`src/rtl/mix_route_seq.sv`:
```
// Sequencer for the pump-mixer-pump fluidic core: runs LOAD -> MIX -> UNLOAD per command,
// driving valve selects and 3-chamber peristaltic patterns from a programmable step timer.
module mix_route_seq #(
    parameter int unsigned N_IN  = 5,
    parameter int unsigned N_OUT = 5,
    parameter int unsigned CNT_W = 12,
    parameter int unsigned DIV_W = 16
) (
    input  logic                     clk,
    input  logic                     rst_n,
    input  logic                     cmd_valid,
    output logic                     cmd_ready,
    input  logic [$clog2(N_IN)-1:0]  cmd_in_sel,
    input  logic [$clog2(N_OUT)-1:0] cmd_out_sel,
    input  logic [CNT_W-1:0]         cmd_load,
    input  logic [CNT_W-1:0]         cmd_mix,
    input  logic [CNT_W-1:0]         cmd_unload,
    input  logic [DIV_W-1:0]         cmd_div,
    input  logic                     abort,
    output logic [N_IN-1:0]          in_valve,
    output logic [N_OUT-1:0]         out_valve,
    output logic [2:0]               pump_load,
    output logic [2:0]               pump_unload,
    output logic [2:0]               mix_drive,
    output logic                     busy,
    output logic                     done,
    output logic                     err
);

    localparam int unsigned IN_W  = $clog2(N_IN);
    localparam int unsigned OUT_W = $clog2(N_OUT);

    localparam logic [2:0] S_IDLE   = 3'd0;
    localparam logic [2:0] S_LOAD   = 3'd1;
    localparam logic [2:0] S_MIX    = 3'd2;
    localparam logic [2:0] S_UNLOAD = 3'd3;
    localparam logic [2:0] S_DONE   = 3'd4;

    localparam logic [2:0] LAST_IDX = 3'd5;

    // Peristaltic pattern, bit2 = chamber A; one stroke is six steps.
    function automatic logic [2:0] pat(input logic [2:0] idx);
        case (idx)
            3'd0:    pat = 3'b100;
            3'd1:    pat = 3'b110;
            3'd2:    pat = 3'b010;
            3'd3:    pat = 3'b011;
            3'd4:    pat = 3'b001;
            3'd5:    pat = 3'b101;
            default: pat = 3'b000;
        endcase
    endfunction

    // First stage with a non-zero count, so zero-count stages cost no cycles.
    function automatic logic [2:0] next_stage(input logic ld_nz, input logic mx_nz,
                                              input logic ul_nz);
        if (ld_nz)      next_stage = S_LOAD;
        else if (mx_nz) next_stage = S_MIX;
        else if (ul_nz) next_stage = S_UNLOAD;
        else            next_stage = S_DONE;
    endfunction

    logic [2:0]       state_q, state_d;
    logic [DIV_W-1:0] timer_q, timer_d;
    logic [2:0]       idx_q, idx_d;
    logic [CNT_W-1:0] cnt_q, cnt_d;
    logic [IN_W-1:0]  in_sel_q, in_sel_d;
    logic [OUT_W-1:0] out_sel_q, out_sel_d;
    logic [CNT_W-1:0] load_q, load_d;
    logic [CNT_W-1:0] mix_q, mix_d;
    logic [CNT_W-1:0] unload_q, unload_d;
    logic [DIV_W-1:0] div_q, div_d;

    logic [N_IN-1:0]  in_valve_q, in_valve_d;
    logic [N_OUT-1:0] out_valve_q, out_valve_d;
    logic [2:0]       pump_load_q, pump_load_d;
    logic [2:0]       pump_unload_q, pump_unload_d;
    logic [2:0]       mix_drive_q, mix_drive_d;
    logic             busy_q, busy_d;
    logic             done_q, done_d;
    logic             err_q, err_d;

    logic             step;
    logic [CNT_W-1:0] target;
    logic [2:0]       stage_after;

    assign cmd_ready = (state_q == S_IDLE) && !abort;

    always_comb begin
        state_d   = state_q;
        timer_d   = timer_q;
        idx_d     = idx_q;
        cnt_d     = cnt_q;
        in_sel_d  = in_sel_q;
        out_sel_d = out_sel_q;
        load_d    = load_q;
        mix_d     = mix_q;
        unload_d  = unload_q;
        div_d     = div_q;
        err_d     = 1'b0;

        step = (timer_q == div_q);

        case (state_q)
            S_LOAD:  target = load_q;
            S_MIX:   target = mix_q;
            default: target = unload_q;
        endcase

        case (state_q)
            S_LOAD:  stage_after = next_stage(1'b0, mix_q != '0, unload_q != '0);
            S_MIX:   stage_after = next_stage(1'b0, 1'b0, unload_q != '0);
            default: stage_after = S_DONE;
        endcase

        case (state_q)
            S_IDLE: begin
                if (cmd_valid && cmd_ready) begin
                    if ((32'(cmd_in_sel) >= N_IN) || (32'(cmd_out_sel) >= N_OUT)) begin
                        err_d = 1'b1;
                    end else begin
                        in_sel_d  = cmd_in_sel;
                        out_sel_d = cmd_out_sel;
                        load_d    = cmd_load;
                        mix_d     = cmd_mix;
                        unload_d  = cmd_unload;
                        div_d     = cmd_div;
                        state_d   = next_stage(cmd_load != '0, cmd_mix != '0, cmd_unload != '0);
                        timer_d   = '0;
                        idx_d     = '0;
                        cnt_d     = '0;
                    end
                end
            end
            S_LOAD, S_MIX, S_UNLOAD: begin
                if (step) begin
                    timer_d = '0;
                    if (idx_q == LAST_IDX) begin
                        idx_d = '0;
                        if (cnt_q + CNT_W'(1) == target) begin
                            cnt_d   = '0;
                            state_d = stage_after;
                        end else begin
                            cnt_d = cnt_q + CNT_W'(1);
                        end
                    end else begin
                        idx_d = idx_q + 3'd1;
                    end
                end else begin
                    timer_d = timer_q + DIV_W'(1);
                end
            end
            S_DONE:  state_d = S_IDLE;
            default: state_d = S_IDLE;
        endcase

        if (abort && (state_q != S_IDLE)) begin
            state_d = S_IDLE;
            timer_d = '0;
            idx_d   = '0;
            cnt_d   = '0;
        end

        // Outputs are a function of the upcoming state so they land registered on its first cycle.
        in_valve_d    = '0;
        out_valve_d   = '0;
        pump_load_d   = '0;
        pump_unload_d = '0;
        mix_drive_d   = '0;
        busy_d        = (state_d != S_IDLE);
        done_d        = (state_d == S_DONE);
        case (state_d)
            S_LOAD: begin
                in_valve_d  = N_IN'(1) << in_sel_d;
                pump_load_d = pat(idx_d);
            end
            S_MIX: mix_drive_d = pat(idx_d);
            S_UNLOAD: begin
                out_valve_d   = N_OUT'(1) << out_sel_d;
                pump_unload_d = pat(idx_d);
            end
            default: ;
        endcase
    end

    always_ff @(posedge clk) begin
        if (!rst_n) begin
            state_q       <= S_IDLE;
            timer_q       <= '0;
            idx_q         <= '0;
            cnt_q         <= '0;
            in_sel_q      <= '0;
            out_sel_q     <= '0;
            load_q        <= '0;
            mix_q         <= '0;
            unload_q      <= '0;
            div_q         <= '0;
            in_valve_q    <= '0;
            out_valve_q   <= '0;
            pump_load_q   <= '0;
            pump_unload_q <= '0;
            mix_drive_q   <= '0;
            busy_q        <= 1'b0;
            done_q        <= 1'b0;
            err_q         <= 1'b0;
        end else begin
            state_q       <= state_d;
            timer_q       <= timer_d;
            idx_q         <= idx_d;
            cnt_q         <= cnt_d;
            in_sel_q      <= in_sel_d;
            out_sel_q     <= out_sel_d;
            load_q        <= load_d;
            mix_q         <= mix_d;
            unload_q      <= unload_d;
            div_q         <= div_d;
            in_valve_q    <= in_valve_d;
            out_valve_q   <= out_valve_d;
            pump_load_q   <= pump_load_d;
            pump_unload_q <= pump_unload_d;
            mix_drive_q   <= mix_drive_d;
            busy_q        <= busy_d;
            done_q        <= done_d;
            err_q         <= err_d;
        end
    end

    assign in_valve    = in_valve_q;
    assign out_valve   = out_valve_q;
    assign pump_load   = pump_load_q;
    assign pump_unload = pump_unload_q;
    assign mix_drive   = mix_drive_q;
    assign busy        = busy_q;
    assign done        = done_q;
    assign err         = err_q;

endmodule

```
`config.mk`:
```
export PLATFORM = sky130hd
export DESIGN_NAME = mix_route_seq
export DESIGN_NICKNAME = d
export VERILOG_FILES = /design/src/rtl/mix_route_seq.sv
export SDC_FILE = /design/constraint.sdc
export NUM_CORES = 1
export LEC_CHECK = 0
export BUFFER_PORTS_ARGS = -buffer_cell sky130_fd_sc_hd__buf_4
export CORE_UTILIZATION = 52
export DETAILED_ROUTE_END_ITERATION = 8
export GPL_TIMING_DRIVEN = 0
export PLACE_DENSITY = 0.73
export SETUP_SLACK_MARGIN = 0.1
export SYNTH_ARGS = -nofsm -noshare
export SYNTH_HDL_FRONTEND = slang
export SYNTH_SLANG_ARGS = --single-unit
```
`constraint.sdc`:
```
create_clock -name clk -period 2.95 [get_ports clk]
set_clock_uncertainty 0.1 [all_clocks]
set_input_delay 0.1475 -clock clk [delete_from_list [all_inputs] [get_ports clk]]
set_output_delay 0.1475 -clock clk [all_outputs]
set_load 0.01 [all_outputs]
```
Word-level counts from Yosys, hierarchy flattened
Index checks and enable logic that the tools add are counted.
{"block": "totals", "wordCells": 108, "out_inout_bits": 23, "register_bits": 114, "in_bits": 62}
{"block": "classes", "n_shift": 2, "bitwise_logic": 2, "add_sub_neg": 3, "n_eq_ne": 19, "reduce_logical": 24, "n_mux": 38, "magnitude_cmp": 2}
{"operator": "3-bit two-way mux", "n": 22}
{"operator": "12-bit two-way mux", "n": 5}
{"operator": "12-bit nonzero test", "n": 5}
{"operator": "16-bit two-way mux", "n": 3}
{"operator": "12-bit one-hot mux with 2 select lines", "n": 2}
{"operator": "16-bit one-hot mux with 2 select lines", "n": 1}
{"operator": "3-bit by 2-bit == test with 1-bit output (second input constant)", "n": 6}
{"operator": "3-bit one-hot mux with 2 select lines", "n": 3}
{"operator": "3-bit one-hot mux with 6 select lines", "n": 1}
{"operator": "16-bit by 1-bit adder with 16-bit output (second input constant)", "n": 1}
{"operator": "16-bit == test", "n": 1}
{"operator": "12-bit by 1-bit adder with 12-bit output (second input constant)", "n": 1}
{"operator": "12-bit == test", "n": 1}
{"operator": "3-bit == test (second input constant)", "n": 4}
{"operator": "1-bit by 3-bit << shifter with 5-bit output (first input constant)", "n": 2}
{"operator": "3-bit by 1-bit == test with 1-bit output (second input constant)", "n": 3}
{"operator": "3-bit AND reduction", "n": 3}
{"operator": "3-bit >= comparator (second input constant)", "n": 2}
{"operator": "3-bit zero test", "n": 2}
{"operator": "2-bit inequality test (second input constant)", "n": 3}
{"operator": "2-bit AND reduction", "n": 3}
{"operator": "3-bit nonzero test", "n": 2}
{"operator": "5-bit AND reduction", "n": 1}
{"operator": "3-bit by 1-bit adder with 3-bit output (second input constant)", "n": 1}
{"operator": "9 further kinds", "n": 12}

Logic depth before layout (Yosys ltp)
Gate-level depths: netlist (run 1).
{"block": "logic_depth", "word_depth": 11, "ltp_mapped": 12, "ltp_nobuf": 9}

Worst setup path before layout (run 1)
Ideal clock, no wire load.
{"block": "synth_timing", "kind": "reg2reg", "startpoint": "reg cnt_q[0]", "endpoint": "reg pump_unload_q[0], in the netlist pump_unload[0]", "path_stages_with_launch": 12, "synth_period_minus_slack_ns": 2.941, "required_ns": 2.772, "arrival_time_ns": 2.763, "n_path_buf": 2, "setup_time_ns": 0.078, "setup_slack_ns": 0.009, "path_cell_list": "dfxtp_1 ha_1 nand3_1 o31a_1 o211a_1 nor4_2 o211ai_2 or3_4 o211a_1 buf_6 buf_6 nor3_1"}
{"block": "synth_between", "elab_chain_cells": 9}
{"element": "from (decl)", "line_no": "66", "source": "logic [CNT_W-1:0] cnt_q, cnt_d;"}
{"element": "from (signal assigned)", "line_no": "210", "source": "cnt_q <= cnt_d;"}
{"element": "12-bit by 1-bit adder with 12-bit output", "line_no": "140", "source": "if (cnt_q + CNT_W'(1) == target) begin"}
{"element": "12-bit == test", "line_no": "140"}
{"element": "3-bit two-way mux", "line_no": "140"}
{"element": "3-bit two-way mux", "line_no": "138", "source": "if (idx_q == LAST_IDX) begin"}
{"element": "3-bit two-way mux", "line_no": "136", "source": "if (step) begin"}
{"element": "3-bit one-hot mux with 2 select lines", "line_no": "116", "source": "case (state_q)"}
{"element": "3-bit two-way mux", "line_no": "157", "source": "if (abort && (state_q != S_IDLE)) begin"}
{"element": "3-bit by 2-bit == test with 1-bit output", "line_no": "172", "source": "case (state_d)"}
{"element": "2-bit AND reduction (no line)"}
{"element": "to (signal assigned)", "line_no": "220", "source": "pump_unload_q <= pump_unload_d;"}
{"element": "to (decl)", "line_no": "77", "source": "logic [2:0] pump_unload_q, pump_unload_d;"}
Every way passes these cells.
A chain may end at the register's enable or synchronous reset.

Worst setup path in the final report (run 1)
{"block": "layout_timing", "startpoint": "reg cnt_q[7]", "endpoint": "reg out_valve_q[4], in the netlist out_valve[4]"}
{"block": "layout_between", "elab_chain_cells": 9}
{"element": "12-bit by 1-bit adder with 12-bit output", "line_no": "140"}
{"element": "12-bit == test", "line_no": "140"}
{"element": "3-bit two-way mux", "line_no": "140"}
{"element": "3-bit two-way mux", "line_no": "138"}
{"element": "3-bit two-way mux", "line_no": "136"}
{"element": "3-bit one-hot mux with 2 select lines", "line_no": "116"}
{"element": "3-bit two-way mux", "line_no": "157"}
{"element": "3-bit by 2-bit == test with 1-bit output", "line_no": "172"}
{"element": "2-bit AND reduction (no line)"}
{"element": "to (signal assigned)", "line_no": "218", "source": "out_valve_q <= out_valve_d;"}
{"element": "to (decl)", "line_no": "75", "source": "logic [N_OUT-1:0] out_valve_q, out_valve_d;"}
Every way passes these cells.

==> impl_metrics.csv, run 1 <==
group,metric,value,unit
outcome,status,"complete, but fails checks",
outcome,violations,"setup timing",
detailed_routing,viasPerCell,5.88,
grt,grt_pass1_vias,6049,
sta,setup_viol,16,
grt,grt_pass1_wl,28900,microns
placed_design,dpl_worst_slack,-0.537,ns
logic_synthesis,postSynthCellCount,682,
detailed_routing,wl_per_cell,18.0,microns
setup_path,critPathTopFamily,"simple AND/OR/NAND/NOR gates",
grt,grt_max_degree,17,
setup_path,path_buf_inv,1,
logic_synthesis,synth_edf_count,0,
logic_synthesis,avgSynthCellArea,8.29,sq um
final_layout,final_util,80.7,%
power,combPwrFrac,11.1,%
cts,cts.path.max_buffers,2,
final_layout,area_delta_synth_final,48.7,%
power,switchingPower,970,uW
power,p_leak,3.27,nW
hold_path,worstHoldPathType,"in -> reg",
cts,cts-root-buf,"clkbuf_8",
sta,period_needed,3.03,ns
cts,cts_sinks,114,
sta,worst_pin_slew,0.773,ns
placed_design,dpl_cell_area,6490,sq um
sta,fmax,331,MHz
cts,numCtsBuffers,17,
detailed_routing,drtIter0Drc,414,
final_layout,antenna_cells,0,
setup_path,cp-end-kind,"register",
logic_synthesis,ys_ff_latch,114,
final_layout,drive_gt1_share,27.9,%
final_layout,final_cell_area,8410,sq um
sta,hold_viol_final,0,
detailed_routing,ant_nets,0,
final_layout,fill_cells,674,
cts,htree_num_levels,4,
placed_design,place_congestion,0.936,
cts,clk_latency,0.53,ns
detailed_routing,route.final.wire_length,18500,microns
logic_synthesis,dominantRegCellSynth,"dfxtp_1",
logic_synthesis,async_flop_share,0,%
floorplanning,start_util,54.3,%
power,p_seq_share,40.1,%
power,internal_power,2.99,mW
power,ir_drop,344,uV
floorplanning,die_area,11300,sq um
sta,finalCritPeriodShare,103,%
logic_synthesis,synth_fp_nets,746,
floorplanning,ios,85,
logic_synthesis,yosysSeqAreaShare,40.4,%
setup_path,crit_arrival,3.35,ns
power,p_clk_share,48.8,%
floorplanning,die_h,106,microns
setup_path,worstSetupPathType,"reg -> reg",
floorplanning,dieWidth,106,microns
setup_path,slowest_delay,0.49,ns
power,switching_share,24.5,%
sta,final.setup.worst_slack,-0.0750,ns
floorplanning,fp.coreArea,10400,sq um
sta,finalMaxSlewViolations,0,
placed_design,port_buffers,84,
detailed_routing,vias,6033,
grt,overflow,0,
run,max-cap-violations,0,
placed_design,dp_hpwl,11700,microns
floorplanning,rows,37,
setup_path,path_cells,"nand4_1, or4_4, a22o_1, a211oi_2, nand4_2, or3_4, o211a_4, buf_6, nor4_1",
cts,cts_tree,"yes",
sta,max-slew-margin-rel,48.0,%
cts,clkTransAtPathRegs,0.06,ns
sta,rsz0062_at_grt,"true",
logic_synthesis,yosys_warnings,0,
setup_path,cp_max_fo,8,
grt,antenna_found_initial,0,
final_layout,final_common_cell,"nand2_1",
detailed_routing,first_pass_iters,5,
logic_synthesis,ys_types,63,
power,power_density,471,nW/um^2
final_layout,layout_common_cells,"nand2_1 (140), buf_4 (117), dfxtp_1 (99)",
setup_path,crit_required,3.27,ns
setup_path,critPathLaunchType,"register",
setup_path,critPathSlowestCell,"or4_4",
logic_synthesis,syn_area,5650,sq um
grt,grt_usage,33.0,%
detailed_routing,drc,0,
final_layout,nNetsFinal,941,
[worst paths after layout]
path                             endpoint              startpoint  slack (ns)  cells past startpoint
setup / recovery  out_valve[4]$_SDFF_PN0_   cnt_q[7]$_SDFFE_PP0P_       -0.08                      9
hold / removal    timer_q[6]$_SDFFE_PP0P_                   rst_n        0.14                      5
setup reg to reg  out_valve[4]$_SDFF_PN0_   cnt_q[7]$_SDFFE_PP0P_       -0.08                      9
hold reg to reg    load_q[2]$_SDFFE_PN0P_  load_q[2]$_SDFFE_PN0P_        0.37                      2
[flip-flops by register name, indices dropped and copies added, names as in the netlist, 3 cells and up]
name / cells
in_valve: 5
state_q: 3
div_q: 16
pump_unload: 3
mix_drive: 3
load_q: 12
out_sel_q: 3
pump_load: 3
in_sel_q: 3
timer_q: 16
out_valve: 5
cnt_q: 12
unload_q: 12
idx_q: 3
mix_q: 12
[power by group through the flow]
stage / Combinational [mW] / Sequential [mW] / Clock [mW]
after CTS: 0.399 / 1.59 / 1.93
after detailed placement: 0.306 / 1.63 / 0
final: 0.441 / 1.59 / 1.93
after global routing: 0.470 / 1.59 / 2.01
after floorplan: 0.175 / 1.62 / 0
after global placement: 0.300 / 1.63 / 0
[cell families after synthesis]
| group | count (synthesis) | synth area share, % |
|---|---|---|
| and+or+nand+nor | 316 | 28.1 |
| DFF | 114 | 40.4 |
| xor gates and xnor gates | 35 | 5.42 |
| muxes | 8 | 1.46 |
| buffers and inverters | 47 | 3.52 |
| AOI/OAI and AO/OA | 160 | 20.7 |
| adders and majority gates | 2 | 0.443 |
[worst min-delay path, cell delays in order]
cell     delay [ns]
buf_4          0.13
o21ai_0        0.11
inv_1          0.08
o21ai_0        0.17
nor2_1         0.07
[metrics by stage]
step           power, mW  hold WS [ns]  setup TNS, ns  cells
2_1_floorplan       1.79         0.176              0    682
3_3_place_gp        1.93         0.310         -25.83    902
3_5_place_dp        1.93         0.317         -31.25    902
4_1_cts             3.92         0.109         -0.408   1016
5_1_grt             4.07         0.125          -1.80   1026
6_report            3.96         0.136         -0.697   1026
[Yosys cell counts, types with 16 or more instances]
| cell type | instances | area [sq um] |
|---|---|---|
| nor2_1 | 39 | 146 |
| nor3_1 | 19 | 95.1 |
| o21ai_0 | 19 | 95.1 |
| a21boi_0 | 56 | 420 |
| a21oi_1 | 18 | 90.1 |
| clkbuf_1 | 28 | 105 |
| xnor2_1 | 23 | 201 |
| nand3_1 | 16 | 80.1 |
| nand2_1 | 140 | 526 |
| dfxtp_1 | 114 | 2280 |
| nor4_1 | 27 | 169 |
[layout make-up]
class / instances / area [sq um] / area share (%)
buffer: 34 / 205 / 2.44
clock buffer: 24 / 480 / 5.71
clock inverter: 8 / 77.6 / 0.923
inverter: 11 / 41.3 / 0.491
multi-input combinational: 521 / 3590 / 42.8
sequential: 114 / 2330 / 27.7
tap: 136 / 170 / 2.02
timing repair buffer: 178 / 1510 / 18.0
[timing repair]
action,in CTS,in global routing
hold buffers,61,0
cloned,1,0
gates resized for setup,81,46
pin swaps,17,20
hold endpoints to repair,69,0
setup endpoints to repair,99,88
buffers inserted,21,11
[metal layers]
layer	GRT usage (%)	share of wire [%]	vias to the layer above
li1	-	-	2822
met1	37.9	40	2906
met2	59.3	51	248
met3	6.62	6.2	57
met4	13.9	3.0	0
met5	0	0	-
(Power assumes the default switching activity.)
==> inputs of run 2 (changes only) <==
--- a/config.mk
+++ b/config.mk
@@ -6,10 +6,12 @@
 export NUM_CORES = 1
 export LEC_CHECK = 0
 export BUFFER_PORTS_ARGS = -buffer_cell sky130_fd_sc_hd__buf_4
+export CAP_MARGIN = 20
 export CORE_UTILIZATION = 52
 export DETAILED_ROUTE_END_ITERATION = 8
 export GPL_TIMING_DRIVEN = 0
 export PLACE_DENSITY = 0.73
+export RECOVER_POWER = 100
 export SETUP_SLACK_MARGIN = 0.1
 export SYNTH_ARGS = -nofsm -noshare
 export SYNTH_HDL_FRONTEND = slang
==> impl_metrics.csv, run 2 (synthesized netlist as in run 1, its figures left out) <==
group,metric,value,unit
floorplanning,dieWidth,106,microns
floorplanning,ios,85,
detailed_routing,ant_nets,0,
grt,grt_max_degree,17,
detailed_routing,vias,6023,
cts,numCtsBuffers,17,
final_layout,regArea,2330,sq um
outcome,violations,"setup timing",
final_layout,drive_gt1_share,24.8,%
detailed_routing,wl_met1,7250,microns
detailed_routing,viasPerCell,5.87,
final_layout,area_delta_synth_final,47.0,%
grt,overflow,0,
setup_path,critPathLaunchType,"register",
setup_path,cp-end-kind,"register",
grt,antenna_found_initial,0,
setup_path,rr_worst_depth,9,
sta,max-slew-margin-rel,48.7,%
setup_path,crit_required,3.27,ns
sta,final.setup.worst_slack,-0.0782,ns
detailed_routing,wl_met2,9380,microns
hold_path,hold_depth,5,
sta,rsz0062_at_grt,"true",
floorplanning,rows,37,
setup_path,cp_max_fo,8,
placed_design,place_congestion,0.936,
final_layout,antenna_cells,0,
grt,grt_pass1_wl,28900,microns
cts,cts-root-buf,"clkbuf_8",
floorplanning,die_area,11300,sq um
power,ir_drop,344,uV
power,power_density,475,nW/um^2
placed_design,dpl_worst_slack,-0.537,ns
outcome,status,"complete, but fails checks",
final_layout,layout_common_cells,"nand2_1 (140), dfxtp_1 (99), buf_4 (95)",
sta,finalMaxSlewViolations,0,
sta,finalCritPeriodShare,103,%
run,max-cap-violations,0,
cts,htree_num_levels,4,
hold_path,worstHoldPathType,"in -> reg",
sta,worst_pin_slew,0.762,ns
power,p_leak,3.17,nW
sta,setup_viol,16,
cts,clk_latency,0.53,ns
detailed_routing,drc,0,
grt,grt_pass1_vias,6049,
final_layout,final_cells,1026,
final_layout,multi_input_area,3580,sq um
floorplanning,die_h,106,microns
detailed_routing,top_layer,"met4",
detailed_routing,routed-wl-met3,1310,microns
placed_design,dp_hpwl,11700,microns
detailed_routing,wl_per_cell,18.0,microns
final_layout,final_common_cell,"nand2_1",
detailed_routing,drtIter0Drc,482,
detailed_routing,route.final.wire_length,18500,microns
setup_path,crit_arrival,3.35,ns
cts,clkTransAtPathRegs,0.06,ns
cts,cts_sinks,114,
placed_design,dp_cells,902,
sta,period_needed,3.03,ns
final_layout,top_regs,"div_q x16, timer_q x16",
detailed_routing,first_pass_iters,5,
placed_design,port_buffers,84,
final_layout,nNetsFinal,941,
setup_path,worstSetupPathType,"reg -> reg",
floorplanning,fp.coreArea,10400,sq um
floorplanning,start_util,54.3,%
grt,grt_usage,33.0,%
sta,fmax,330,MHz
final_layout,fill_cells,705,
cts,cts.path.max_buffers,2,
sta,hold_viol_final,0,
cts,cts_tree,"yes",
run 2: cell count changes in the layout (fill, tap and decap cells not counted), sizes merged:
cell,previous run,this run
buf,125,103
clkbuf,50,72
run 2: worst max-delay path, stage by stage, from the launching register on:
cell and delay [ns]:
dfxtp_4 0.39, nand4_1 0.20, or4_4 0.49, a22o_1 0.20, a211oi_2 0.28, nand4_2 0.16, or3_4 0.42, o211a_4 0.26
buf_6 0.14, nor4_1 0.28
run 2: final cells by class:
type | instances | share of cell area [%]
timing repair buffer | 178 | 17.2
inverter | 11 | 0.497
clock inverter | 8 | 0.933
multi-input combinational | 521 | 43.1
buffer | 34 | 2.42
sequential | 114 | 28.0
clock buffer | 24 | 5.78
tap | 136 | 2.05
run 2: path summary, 6_finish.rpt:
| path | start | endpoint | slack (ns) |
|---|---|---|---|
| min | rst_n | timer_q[6]$_SDFFE_PP0P_ | 0.13 |
| max | cnt_q[7]$_SDFFE_PP0P_ | out_valve[4]$_SDFF_PN0_ | -0.08 |
| min reg2reg | load_q[2]$_SDFFE_PN0P_ | load_q[2]$_SDFFE_PN0P_ | 0.38 |
| max reg2reg | cnt_q[7]$_SDFFE_PP0P_ | out_valve[4]$_SDFF_PN0_ | -0.08 |
run 2: report_power, final:
part           switching [mW]  internal [mW]
Sequential             0.0260           1.56
Clock                   0.724           1.20
Combinational           0.217          0.220
run 2: per-stage QoR:
step	cell area (sq um)	power, mW	hold slack [ns]	setup TNS, ns	utilization, %
after detailed placement	6490	1.93	0.317	-31.25	62.3
after floorplan	5690	1.79	0.176	0	-
after global placement	6490	1.93	0.310	-25.83	62.3
after CTS	8120	3.92	0.109	-0.408	78.0
after global routing	8310	4.07	0.126	-1.89	79.8
final	8310	3.95	0.127	-0.713	79.8
run 2: timing repair:
| item | CTS | global route |
|---|---|---|
| hold buffers | 61 | 0 |
| pin swaps | 17 | 20 |
| endpoints found under the setup margin | 99 | 88 |
| hold endpoints to repair | 69 | 0 |
| setup buffers | 21 | 11 |
| gates resized for setup | 81 | 46 |
| cloned | 1 | 0 |
run 2: layer usage:
layer | vias to the layer above | GRT usage (%)
met5 | - | 0
met4 | 0 | 13.9
met3 | 56 | 6.62
met2 | 262 | 59.3
met1 | 2885 | 37.9
li1 | 2820 | -
